## src/rtl/risc_sequencer.sv

```systemverilog
// rtl/risc_sequencer.sv - 8-state fetch/execute instruction-cycle controller
// Moore strobes decoded from the current state plus the opcode/zero latched on S2->S3.
module risc_sequencer #(
  parameter int CNT_W = 16
) (
  input  logic             clk1,
  input  logic             rst,
  input  logic             run,
  input  logic [2:0]       opcode,
  input  logic             zero,
  output logic             ir_ena,
  output logic             rd,
  output logic             wr,
  output logic             inc_pc,
  output logic             load_pc,
  output logic             load_acc,
  output logic             datactl_ena,
  output logic             halt,
  output logic [3:0]       phase,
  output logic [CNT_W-1:0] instr_cnt
);

  localparam logic [3:0] ST_S0     = 4'd0;
  localparam logic [3:0] ST_S1     = 4'd1;
  localparam logic [3:0] ST_S2     = 4'd2;
  localparam logic [3:0] ST_S3     = 4'd3;
  localparam logic [3:0] ST_S4     = 4'd4;
  localparam logic [3:0] ST_S5     = 4'd5;
  localparam logic [3:0] ST_S6     = 4'd6;
  localparam logic [3:0] ST_S7     = 4'd7;
  localparam logic [3:0] ST_IDLE   = 4'd8;
  localparam logic [3:0] ST_HALTED = 4'd9;

  localparam logic [2:0] OP_HLT = 3'b000;
  localparam logic [2:0] OP_SKZ = 3'b001;
  localparam logic [2:0] OP_STO = 3'b110;
  localparam logic [2:0] OP_JMP = 3'b111;

  logic [3:0]       r_state;
  logic [3:0]       w_next;
  logic [2:0]       r_op_q;
  logic             r_zero_q;
  logic [CNT_W-1:0] r_cnt;

  logic w_aluop;
  logic w_skz_taken;
  logic w_jmp;
  logic w_sto;

  assign w_aluop     = (r_op_q >= 3'b010) && (r_op_q <= 3'b101);
  assign w_skz_taken = (r_op_q == OP_SKZ) && r_zero_q;
  assign w_jmp       = (r_op_q == OP_JMP);
  assign w_sto       = (r_op_q == OP_STO);

  always_ff @(posedge clk1) begin
    if (rst) begin
      r_state <= ST_IDLE;
    end else begin
      r_state <= w_next;
    end
  end

  // Decode inputs are captured once per instruction so later opcode/zero changes are ignored.
  always_ff @(posedge clk1) begin
    if (rst) begin
      r_op_q   <= OP_HLT;
      r_zero_q <= 1'b0;
      r_cnt    <= '0;
    end else begin
      if (r_state == ST_S2) begin
        r_op_q   <= opcode;
        r_zero_q <= zero;
      end
      if (r_state == ST_S7) begin
        r_cnt <= r_cnt + 1'b1;
      end
    end
  end

  always_comb begin
    w_next = ST_IDLE;
    case (r_state)
      ST_IDLE:   w_next = run ? ST_S0 : ST_IDLE;
      ST_S0:     w_next = ST_S1;
      ST_S1:     w_next = ST_S2;
      ST_S2:     w_next = ST_S3;
      ST_S3:     w_next = (r_op_q == OP_HLT) ? ST_HALTED : ST_S4;
      ST_S4:     w_next = ST_S5;
      ST_S5:     w_next = ST_S6;
      ST_S6:     w_next = ST_S7;
      ST_S7:     w_next = run ? ST_S0 : ST_IDLE;
      ST_HALTED: w_next = ST_HALTED;
      default:   w_next = ST_IDLE;
    endcase
  end

  always_comb begin
    ir_ena      = 1'b0;
    rd          = 1'b0;
    wr          = 1'b0;
    inc_pc      = 1'b0;
    load_pc     = 1'b0;
    load_acc    = 1'b0;
    datactl_ena = 1'b0;
    halt        = 1'b0;
    case (r_state)
      ST_S0, ST_S1: begin
        ir_ena = 1'b1;
        rd     = 1'b1;
        inc_pc = 1'b1;
      end
      ST_S4: begin
        rd          = w_aluop;
        load_pc     = w_jmp;
        datactl_ena = w_sto;
      end
      ST_S5: begin
        rd          = w_aluop;
        load_acc    = w_aluop;
        load_pc     = w_jmp;
        inc_pc      = w_jmp || w_skz_taken;
        wr          = w_sto;
        datactl_ena = w_sto;
      end
      ST_S6: begin
        rd          = w_aluop;
        datactl_ena = w_sto;
      end
      ST_S7:     inc_pc = w_skz_taken;
      ST_HALTED: halt   = 1'b1;
      default: ;
    endcase
  end

  assign phase     = r_state;
  assign instr_cnt = r_cnt;

endmodule

```

## config.mk

```make
export PLATFORM = sky130hd
export DESIGN_NAME = risc_sequencer
export DESIGN_NICKNAME = d
export VERILOG_FILES = /design/src/rtl/risc_sequencer.sv
export SDC_FILE = /design/constraint.sdc
export NUM_CORES = 1
export LEC_CHECK = 0
export ABC_AREA = 1
export CAP_MARGIN = 40
export CORE_MARGIN = 8
export CORE_UTILIZATION = 40
export CTS_CLUSTER_DIAMETER = 60
export DETAILED_ROUTE_END_ITERATION = 6
export GPL_ROUTABILITY_DRIVEN = 0
export PLACE_DENSITY = 0.69
export SLEW_MARGIN = 20
export SYNTH_ARGS = -nofsm -noshare
export SYNTH_HDL_FRONTEND = slang
export SYNTH_SLANG_ARGS = --single-unit
```

## constraint.sdc

```tcl
create_clock -name clk1 -period 2.67 [get_ports clk1]
set_input_delay 0.534 -clock clk1 [delete_from_list [all_inputs] [get_ports clk1]]
set_output_delay 0.534 -clock clk1 [all_outputs]
set_load 0.01 [all_outputs]
```

==> impl_metrics.yaml, run 1 <==
run_status:
  status: "complete, no violations"
critical_path:
  cp.arrival_ns: 1.96
  reg2reg_to: "instr_cnt[15]"
  r2r-start: "phase[1]"
  critPathRequiredTime_ns: 2.14
  crit_type: "reg2out"
  cp_max_fo: 8
  critPathLaunchType: "register"
  rr_worst_depth: 7
  end_kind: "primary output"
  startpoint: "phase[3]"
  reg2reg_slack_ns: 1.21
route:
  drc: 0
  ant_nets: 0
  routed_wl_um: 2920
  vias: 1208
  wl_per_cell_um: 11.0
  viasPerCell: 4.54
  first_iter_violations: 46
  dr.pass1.iters: 4
pwr:
  total_power_w: 0.000731
  internal_power_w: 0.000562
  max-vdd-ir-drop_mv: 0.203
  p_seq_share_pct: 51.5
  power_density_nw_per_um2: 429
  p_sw_share_pct: 23.2
  switching_power_w: 0.000170
  combPwrFrac_pct: 11.9
  leakagePower_nw: 0.667
  clkPwrFrac_pct: 36.6
floorplan:
  core_area_um2: 3030
  die_h_um: 72.2
  ioPinCount: 35
  initial_core_util_pct: 41.7
  die_w_um: 72.2
  rows: 20
  dieArea_um2: 5210
clocking:
  cts_buffer_depth: 2
  clkLatencyLatePin_ns: 0.32
  numCtsBuffers: 3
  htree_levels: 1
  clk_pin_slew_ns: 0.14
  ctsHoldBuffers: 0
  cts_tree: "done"
  cts_setup_buffers: 0
  cts_sinks: 24
  cts_root_buf: "clkbuf_4"
  cts_resized: 0
synthesis:
  syn_inst: 186
  synth_nets: 194
  synth_area_leaders: "dfxtp_1, inv_1, nand2_1"
  synth_edf_count: 0
  post_synth.cell_area_avg_um2: 6.79
  yosysTopAreaCell: "dfxtp_1"
  ys.flop_type: "dfxtp_1"
  ys_warn_count: 0
  syn_area_um2: 1260
  async_flop_share_pct: 0
  synth_commonest_cells: "inv_1, nand2_1, nor2_1"
  yosysSeqAreaShare_pct: 38.0
  ys_types: 22
  netlist.area_leader.share_pct: 38.0
  synth-seq-cells: 24
final_layout:
  final-seq-area_um2: 480
  final_nets: 231
  nFillCells: 297
  final_layout_size_suffix_gt1_share_pct: 9.46
  area_growth_pct: 34.9
  multiInputGateArea_um2: 652
  num_antenna_cells: 0
place:
  port_buffers: 34
  dp_hpwl_um: 2240
hold_path:
  min_path_type: "reg2reg"
  hold_depth: 2
  whs_endpoint: "r_zero_q"
  min_from: "r_zero_q"
timing:
  maxSlewHeadroom_pct: 65.4
  timing.final.crit_period_ns: 2.49
  fin_crit_sh_pct: 93.2
  max_freq_mhz: 402
  grt_setup_unrepaired: "false"
  slew_violations: 0
  worst_pin_slew_ns: 0.519
  fin_tns_setup_ns: 0
  fin_skew_ns: 0.000944
  finalHoldViolations: 0
  setup_viol: 0
global_routing:
  grt_usage_pct: 11.2
  grt_pass1_vias: 1130
  grt_pass1_wl_um: 4870
  grt_max_degree: 21
  grt_overflow: 0
  antenna_found_initial: 0
run:
  max_cap_viol_count: 0
[cell type report]
type | instances | area share (%)
Multi-Input combinational cell | 127 | 38.3
Sequential cell | 24 | 28.2
Timing Repair Buffer | 34 | 20.0
Inverter | 33 | 7.27
Tap cell | 44 | 3.23
Clock inverter | 1 | 1.76
Clock buffer | 3 | 1.32
[power groups by stage]
stage | clock [W] | combinational (W) | sequential (W)
detailed placement | 0 | 0.0000875 | 0.000385
floorplan | 0 | 0.0000401 | 0.000385
CTS | 0.000272 | 0.0000881 | 0.000377
global route | 0.000283 | 0.0000970 | 0.000378
global placement | 0 | 0.0000886 | 0.000384
finish | 0.000267 | 0.0000870 | 0.000377
[logic make-up (layout without fill, tap and decap cells)]
| kind of cell | Yosys count | after routing | share of synthesized area, % |
|---|---|---|---|
| AOI/OAI and AO/OA | 36 | 36 | 14.4 |
| adders and majority gates | 1 | 1 | 0.990 |
| DFF | 24 | 24 | 38.0 |
| buffers and inverters | 35 | 71 | 10.4 |
| and+or+nand+nor | 90 | 90 | 36.2 |
[cells in the final DEF (no fill, tap or decap)]
| cell | count |
|---|---|
| inv_2 | 3 |
| nand3_1 | 12 |
| nand2_1 | 30 |
| o21ai_0 | 19 |
| o21ai_1 | 1 |
| ha_1 | 1 |
| nor2_8 | 1 |
| clkdlybuf4s50_1 | 34 |
| nor2_4 | 4 |
| nor2_2 | 3 |
| inv_1 | 30 |
| nand2_4 | 2 |
| a21oi_1 | 15 |
| nor3_1 | 6 |
| nor3_2 | 1 |
| dfxtp_1 | 24 |
| nand2_2 | 1 |
| nor4_1 | 2 |
| bufinv_16 | 1 |
| nand3_2 | 2 |
| nand4_1 | 1 |
| nor2_1 | 25 |
| clkbuf_4 | 3 |
| a31oi_1 | 1 |
[how the worst max path moves through the flow]
stage | to | slack (ns)
6_report | inc_pc | 0.18
2_1_floorplan | inc_pc | 0.78
4_1_cts | inc_pc | 0.17
3_5_place_dp | inc_pc | 0.54
3_3_place_gp | inc_pc | 0.60
5_1_grt | inc_pc | 0.07
[per-stage QoR]
step                      setup WS [ns]  instances  utilization, %  area [um2]  hold WS, ns
after global routing             0.0718        266            56.3        1700        0.511
after CTS                         0.169        266            56.3        1700        0.490
after floorplan                   0.781        186               -        1260        0.431
final                             0.181        266            56.3        1700        0.483
after detailed placement          0.541        262            54.5        1650        0.472
after global placement            0.600        262            54.5        1650        0.464
[critical path, cell delays in order (launching register included)]
cell and delay (ns):
dfxtp_1 0.43, inv_1 0.12, nand2_1 0.08, nor4_1 0.26, nor2_1 0.06, o21ai_0 0.14
clkdlybuf4s50_1 0.55
[sequential cells by signal, summed over array words and instances, names as in the netlist]
| signal | flops |
|---|---|
| r_op_q | 3 |
| r_zero_q | 1 |
| instr_cnt | 16 |
| phase | 4 |
[metal layers]
| metal | wire length [um] | GRT usage, % |
|---|---|---|
| met1 | 1450 | 14.2 |
| met2 | 1270 | 17.6 |
| met3 | 165 | 2.75 |
| met4 | 33 | 4.76 |
| met5 | 0 | 0 |
Power figures use the tool's default switching activity.
==> run 2, diff against run 1 <==
ABC_AREA = not set   (was 1)
==> impl_metrics.yaml, run 2 <==
clocking:
  cts_tree: "done"
  numCtsBuffers: 3
  cts_buffer_depth: 2
  ctsHoldBuffers: 0
  htree_levels: 1
  clk_pin_slew_ns: 0.13
  cts_root_buf: "clkbuf_4"
  cts_sinks: 24
  clkLatencyLatePin_ns: 0.31
final_layout:
  num_antenna_cells: 0
  mostFrequentLayoutCell: "clkdlybuf4s50_1"
  mostFrequentLayoutCells: "clkdlybuf4s50_1, dfxtp_1, nor2_1"
  area_growth_pct: 31.2
  final_layout_size_suffix_gt1_share_pct: 5.08
  largest_reg_flops: 16
  final_nets: 187
  fin_util_pct: 53.4
  nFillCells: 294
synthesis:
  syn_inst: 149
  synth_commonest_cells: "dfxtp_1, nor2_1, a21oi_1, nor3_1, xnor2_1"
  ys_types: 33
  yosysSeqAreaShare_pct: 39.6
  netlist.area_leader.share_pct: 39.6
  synth_area_leaders: "dfxtp_1, xnor2_1, nor2_1"
  yosysMostFrequentCell: "dfxtp_1"
  synth_edf_count: 0
  ys_warn_count: 0
  post_synth.cell_area_avg_um2: 8.14
  synth-seq-cells: 24
  async_flop_share_pct: 0
  yosysTopAreaCell: "dfxtp_1"
  synth_nets: 157
  ys.flop_type: "dfxtp_1"
  syn_area_um2: 1210
timing:
  worst_pin_slew_ns: 0.762
  worst_hold_slack_ns: 0.501
  timing.final.crit_period_ns: 2.46
  grt_setup_unrepaired: "false"
  fin_tns_setup_ns: 0
  fin_skew_ns: 0.00647
  finalHoldViolations: 0
  slew_violations: 0
  maxSlewHeadroom_pct: 48.8
  setup_viol: 0
  setup_slack_ns: 0.212
  fin_crit_sh_pct: 92.1
  max_freq_mhz: 407
pwr:
  p_seq_share_pct: 62.0
  max-vdd-ir-drop_mv: 0.209
  combPwrFrac_pct: 12.2
  leakagePower_nw: 0.496
  power_density_nw_per_um2: 387
  internal_power_w: 0.000461
  switching_power_w: 0.000155
  clkPwrFrac_pct: 25.8
  p_sw_share_pct: 25.1
route:
  dr.pass1.iters: 4
  routed_wl_um: 3070
  first_iter_violations: 54
  viasPerCell: 5.55
  ant_nets: 0
  drc: 0
  vias: 1166
  wl_per_cell_um: 14.6
run:
  max_cap_viol_count: 0
run_status:
  status: "complete, no violations"
floorplan:
  dieArea_um2: 5050
  initial_core_util_pct: 40.7
  die_h_um: 71.1
  rows: 20
  die_w_um: 71.1
  core_area_um2: 2980
  ioPinCount: 35
global_routing:
  grt_overflow: 0
  grt_usage_pct: 11.6
  antenna_found_initial: 0
  grt_pass1_vias: 1074
  grt_max_degree: 16
  grt_pass1_wl_um: 4890
critical_path:
  startpoint: "r_op_q[1]"
  cp_max_fo: 7
  rr_worst_depth: 4
  cp.arrival_ns: 1.92
  cp-endpoint: "inc_pc"
  critPathLaunchType: "register"
  reg2reg_slack_ns: 0.79
  end_kind: "primary output"
  crit_type: "reg2out"
  critPathRequiredTime_ns: 2.14
  r2r-start: "phase[1]"
  reg2reg_to: "instr_cnt[14]"
place:
  port_buffers: 34
  dp_slack_ns: 0.409
  dp_hpwl_um: 2260
hold_path:
  min_path_type: "reg2reg"
run 2: cell types whose count changed after synthesis, moves of 5 or more:
cell and delta:
nand2_1 -22, a21oi_1 -5, inv_1 -26, nand3_1 -6, clkbuf_1 +5, nor2_1 -7
xnor2_1 +9, o21ai_0 -12
run 2: worst min-delay path by stage:
stage | start | endpoint | slack [ns] | cells after the start
floorplan | r_zero_q | r_zero_q | 0.46 | 2
global placement | instr_cnt[15] | instr_cnt[15] | 0.47 | 2
detailed placement | instr_cnt[15] | instr_cnt[15] | 0.49 | 2
CTS | instr_cnt[1] | instr_cnt[1] | 0.51 | 2
global route | instr_cnt[1] | instr_cnt[1] | 0.54 | 2
finish | instr_cnt[1] | instr_cnt[1] | 0.50 | 2
run 2: worst max-delay path: stages, from the launching register on:
cell	delay (ns)
dfxtp_1	0.50
nand4b_1	0.20
nor2_1	0.15
a21oi_1	0.05
o21bai_1	0.14
clkdlybuf4s50_1	0.57
run 2: area by class of cell:
class | instances | area, um2 | share of cell area [%]
multi-input cells | 111 | 679 | 42.7
well taps | 33 | 41.3 | 2.60
flip-flops and latches | 24 | 484 | 30.4
repair buffers | 35 | 348 | 21.9
inverters | 4 | 15.0 | 0.944
clock buffers | 3 | 22.5 | 1.42
run 2: cells by family (layout without fill, tap and decap cells):
logic type	after synthesis	count (layout)	synth area share [%]
flops	24	24	39.6
mux	5	5	4.23
compound gates	21	21	9.70
fa+ha+maj	1	1	1.03
buf+inv	14	42	4.33
xor+xnor	11	11	7.95
simple gates	73	73	33.1
run 2: metal layers:
metal  track usage (%)  vias up  share of wire [%]
li1                  -      593                  -
met1              13.0      540                 46
met2              19.6       29                 46
met3              3.81        4                6.6
met4              5.08        0                1.4
met5                 0        -                  0
run 2: repair_timing:
item,CTS,global route
setup endpoints to repair,0,3
endpoints found under the hold margin,0,0
gates resized for setup,0,3
buffers inserted,0,0
run 2: power by group through the flow:
stage / clock network, W / logic [W] / registers, W
finish: 0.000159 / 0.0000752 / 0.000382
global route: 0.000179 / 0.0000817 / 0.000384
CTS: 0.000161 / 0.0000759 / 0.000380
detailed placement: 0 / 0.0000746 / 0.000388
global placement: 0 / 0.0000739 / 0.000387
floorplan: 0 / 0.0000428 / 0.000379
run 2: stage by stage:
stage	instances	power [W]	area (um2)
global placement	207	0.000461	1560
finish	210	0.000615	1590
global route	210	0.000644	1590
floorplan	149	0.000421	1210
CTS	210	0.000617	1590
detailed placement	207	0.000463	1560
==> run 3, diff against run 2 <==
CAP_MARGIN = 20   (was 40)
CELL_PAD_IN_SITES_DETAIL_PLACEMENT = 0   (was not set)
CELL_PAD_IN_SITES_GLOBAL_PLACEMENT = 1   (was not set)
CORE_UTILIZATION = 36   (was 40)
PLACE_DENSITY = not set   (was 0.69)
PLACE_DENSITY_LB_ADDON = 0.1   (was not set)
TNS_END_PERCENT = 20   (was not set)
==> impl_metrics.yaml, run 3 (synthesized netlist as in run 2, its figures left out) <==
critical_path:
  cp_cell_sequence: "nand4b_1 > nor2_1 > a21oi_1 > o21bai_1 > clkdlybuf4s50_1"
  reg2reg_slack_ns: 0.64
  crit_type: "reg2out"
  critical-path-slowest-cell: "clkdlybuf4s50_1"
  rr_worst_depth: 4
  crit_family: "buffers and inverters"
  cp_max_fo: 15
  startpoint: "phase[3]"
  critPathLaunchType: "register"
  max_stage_delay_ns: 0.55
  end_kind: "primary output"
  reg2reg_to: "instr_cnt[14]"
  cp.arrival_ns: 1.94
  critPathRequiredTime_ns: 2.14
  r2r-start: "phase[1]"
  crit_buf_inv: 1
floorplan:
  initial_core_util_pct: 36.9
  die_h_um: 74.0
  core_area_um2: 3280
  ioPinCount: 35
  dieArea_um2: 5480
  rows: 21
  die_w_um: 74.0
timing:
  fin_skew_ns: 0.00713
  fin_tns_setup_ns: 0
  worst_pin_slew_ns: 0.733
  finalHoldViolations: 0
  slew_violations: 0
  max_freq_mhz: 405
  setup_viol: 0
  timing.final.crit_period_ns: 2.47
  worst_hold_slack_ns: 0.505
  fin_crit_sh_pct: 92.6
  maxSlewHeadroom_pct: 50.8
  grt_setup_unrepaired: "false"
global_routing:
  grt_usage_pct: 11.7
  grt_pass1_vias: 1121
  grt_pass1_wl_um: 5170
  grt_overflow: 0
  grt_max_degree: 16
  antenna_found_initial: 0
route:
  ant_nets: 0
  first_iter_violations: 69
  drc: 0
  dr.pass1.iters: 4
  routed_wl_um: 3170
  wl_per_cell_um: 14.1
  vias: 1164
  viasPerCell: 5.17
place:
  dp_hpwl_um: 2300
  port_buffers: 34
final_layout:
  final_layout_size_suffix_gt1_share_pct: 5.59
  final_nets: 188
  largest_reg_flops: 16
  mostFrequentLayoutCells: "clkdlybuf4s50_1, dfxtp_1, nor2_1"
  area_growth_pct: 34.2
  num_antenna_cells: 0
  mostFrequentLayoutCell: "clkdlybuf4s50_1"
pwr:
  max-vdd-ir-drop_mv: 0.187
  leakagePower_nw: 0.507
  power_density_nw_per_um2: 400
hold_path:
  whs_endpoint: "instr_cnt[15]"
  hold_depth: 2
  min_path_type: "reg2reg"
  min_from: "instr_cnt[15]"
clocking:
  htree_levels: 1
  cts_tree: "done"
  cts_sinks: 24
  numCtsBuffers: 3
  cts_buffer_depth: 2
  clkLatencyLatePin_ns: 0.31
  clk_pin_slew_ns: 0.13
  ctsHoldBuffers: 0
  cts_root_buf: "clkbuf_4"
run:
  max_cap_viol_count: 0
run_status:
  status: "complete, no violations"
[run 3: changes by cell type in the layout (fill, tap and decap cells not counted)]
cell | before | now
buf_4 | 1 | 2
dfxtp_2 | 3 | 2
clkbuf_8 | 0 | 1
dfxtp_1 | 21 | 22
[run 3: what timing repair did]
action / CTS / global route
setup endpoints to repair: 0 / 3
gates resized for setup: 0 / 2
buffers inserted: 0 / 1
[run 3: how the worst max path moves through the flow]
stage | endpoint | slack [ns] | depth (start not counted)
floorplan | wr | 0.81 | 3
global placement | wr | 0.50 | 3
detailed placement | load_acc | 0.42 | 3
CTS | load_acc | 0.04 | 3
global route | wr | 0.04 | 3
finish | inc_pc | 0.20 | 5
[run 3: area by class of cell]
cell class	instances	area, um2
Clock buffer	4	36.3
Fill cell	349	1660
Inverter	4	15.0
Multi-Input combinational cell	111	679
Sequential cell	24	483
Tap cell	46	57.6
Timing Repair Buffer	36	355
[run 3: through the flow]
stage	setup slack, ns	util [%]	area [um2]	total power [W]	cells
after floorplan	0.805	-	1210	0.000421	149
after global placement	0.501	48.1	1580	0.000462	220
after detailed placement	0.421	48.1	1580	0.000463	220
after CTS	0.0437	49.2	1620	0.000655	224
after global routing	0.0376	49.5	1630	0.000676	225
final	0.198	49.5	1630	0.000650	225
[run 3: routing by layer]
metal	up-vias	share of wire, %	GRT usage, %
li1	587	-	-
met1	548	45	13.9
met2	27	46	18.8
met3	2	7.9	4.58
met4	0	0.60	3.77
met5	-	0	0
[run 3: power breakdown]
| group | total (W) | internal [W] | switching, W |
|---|---|---|---|
| combinational | 0.0000740 | 0.0000436 | 0.0000304 |
| sequential | 0.000382 | 0.000364 | 0.0000182 |
| clock | 0.000194 | 0.0000832 | 0.000111 |
| total | 0.000650 | 0.000491 | 0.000159 |
[run 3: worst min-delay path, cell delays in order, from the launching register on]
cell	delay (ns)
dfxtp_1	0.35
o21ai_0	0.07
a21oi_1	0.06
==> patch: new RTL, flow settings as in run 2 <==
Register the output `wr`, without a reset; this adds one clock of latency there. The other outputs are not delayed to match.
--- a/src/rtl/risc_sequencer.sv
+++ b/src/rtl/risc_sequencer.sv
@@ -35,6 +35,8 @@
   localparam logic [2:0] OP_SKZ = 3'b001;
   localparam logic [2:0] OP_STO = 3'b110;
   localparam logic [2:0] OP_JMP = 3'b111;
+
+  logic wr_d;
 
   logic [3:0]       r_state;
   logic [3:0]       w_next;
@@ -97,7 +99,7 @@
   always_comb begin
     ir_ena      = 1'b0;
     rd          = 1'b0;
-    wr          = 1'b0;
+    wr_d        = 1'b0;
     inc_pc      = 1'b0;
     load_pc     = 1'b0;
     load_acc    = 1'b0;
@@ -119,7 +121,7 @@
         load_acc    = w_aluop;
         load_pc     = w_jmp;
         inc_pc      = w_jmp || w_skz_taken;
-        wr          = w_sto;
+        wr_d        = w_sto;
         datactl_ena = w_sto;
       end
       ST_S6: begin
@@ -135,5 +137,9 @@
   assign phase     = r_state;
   assign instr_cnt = r_cnt;
 
+  always_ff @(posedge clk1) begin
+    wr <= wr_d;
+  end
+
 endmodule
 
Behaviour: not the same (Yosys sat finds a counterexample within 10 cycles, from zero or initial values and one cycle with rst high).
==> patch against run 2 <==
Clock power up 9%; combinational power increased by 2%; final area up 1.5%; register-to-register slack worse by 150 ps; wire length is 6.1% lower; setup slack got worse by 36 ps; utilization rose by 0.80 points; non-clock buffer count increased by 1; largest cell class unchanged; sequential cell count increased by 1; area after synthesis up 0.41%; power increased by 5.1%; final cell count decreased by 1.9%.
==> patch: results <==
export IMPL_path_max_fanout=12
export IMPL_hpwlAfterDp_um=2190
export IMPL_grt_max_degree=25
export IMPL_leakagePower_nw=0.534
export IMPL_timing_rr_end="instr_cnt[15]"
export IMPL_synth_cell_types=34
export IMPL_ir_drop_v=0.000241
export IMPL_tightest_slew_ps=518
export IMPL_place_area_um2=1580
export IMPL_routed_via_count=1115
export IMPL_crit_family="simple AND/OR/NAND/NOR gates"
export IMPL_drive_gt1_share_pct=6.36
export IMPL_use_met3_pct=4.66
export IMPL_status="finished, final reports clean"
export IMPL_clk_pin_slew_ps=150
export IMPL_dieArea_um2=5070
export IMPL_final_clk_cell_share_pct=1.86
export IMPL_drt_iter0_markers=44
export IMPL_fillers=298
export IMPL_grt_pass1_wl_um=5020
export IMPL_buffers=36
export IMPL_multi_input_gates=104
export IMPL_synth_nets=149
export IMPL_post_drt_wl_per_cell_um=14.0
export IMPL_grt_pass1_vias=1185
export IMPL_clock_skew_ps=10.3
## patch: cell types whose count changed in the layout (fill, tap and decap cells not counted), sizes merged, moves of 2 or more
| cell | run 2 | this run |
|---|---|---|
| a21oi | 10 | 7 |
| or3 | 4 | 6 |
| and2 | 2 | 0 |
| nor3b | 1 | 3 |
| nand4 | 6 | 3 |
## patch: cell families (layout without fill, tap and decap cells)
logic type                 count (synthesis)  count (layout)  synth area share [%]
DFF                                       25              25                  41.1
and+or+nand+nor                           67              67                  31.7
adders and majority gates                  1               1                  1.03
AOI/OAI and AO/OA                         19              19                  9.56
muxes                                      5               5                  4.11
buffers and inverters                     12              44                  3.90
xor gates and xnor gates                  12              12                  8.63
## patch: where the power goes
part	switching [mW]	internal, mW
combinational	0.0316	0.0448
clock	0.116	0.0571
sequential	0.0182	0.378
total	0.166	0.480
## patch: worst max-delay path by stage
stage / slack, ps / to / depth (start not counted) / start
6_report: 180 / load_pc / 4 / phase[3]
5_1_grt: 10 / load_pc / 4 / phase[3]
4_1_cts: 50 / datactl_ena / 4 / phase[3]
3_5_place_dp: 460 / datactl_ena / 4 / phase[3]
3_3_place_gp: 540 / load_pc / 4 / phase[3]
2_1_floorplan: 790 / datactl_ena / 4 / phase[2]
## patch: metal layers
layer	vias up	routed length (um)
li1	568	-
met1	521	1260
met2	24	1410
met3	2	201
met4	0	12
met5	-	0
## patch: timing repair
item,4_1_cts,5_1_grt
hold endpoints to repair,0,0
resized for setup,0,1
endpoints found under the setup margin,0,3
## patch: through the flow
stage          std cells  utilization [%]  total power, mW  hold WS, ps
3_3_place_gp         202             53.1            0.480          464
4_1_cts              206             54.1            0.654          508
3_5_place_dp         202             53.1            0.480          489
6_report             206             54.2            0.646          500
5_1_grt              206             54.2            0.675          544
2_1_floorplan        141                -            0.439          460
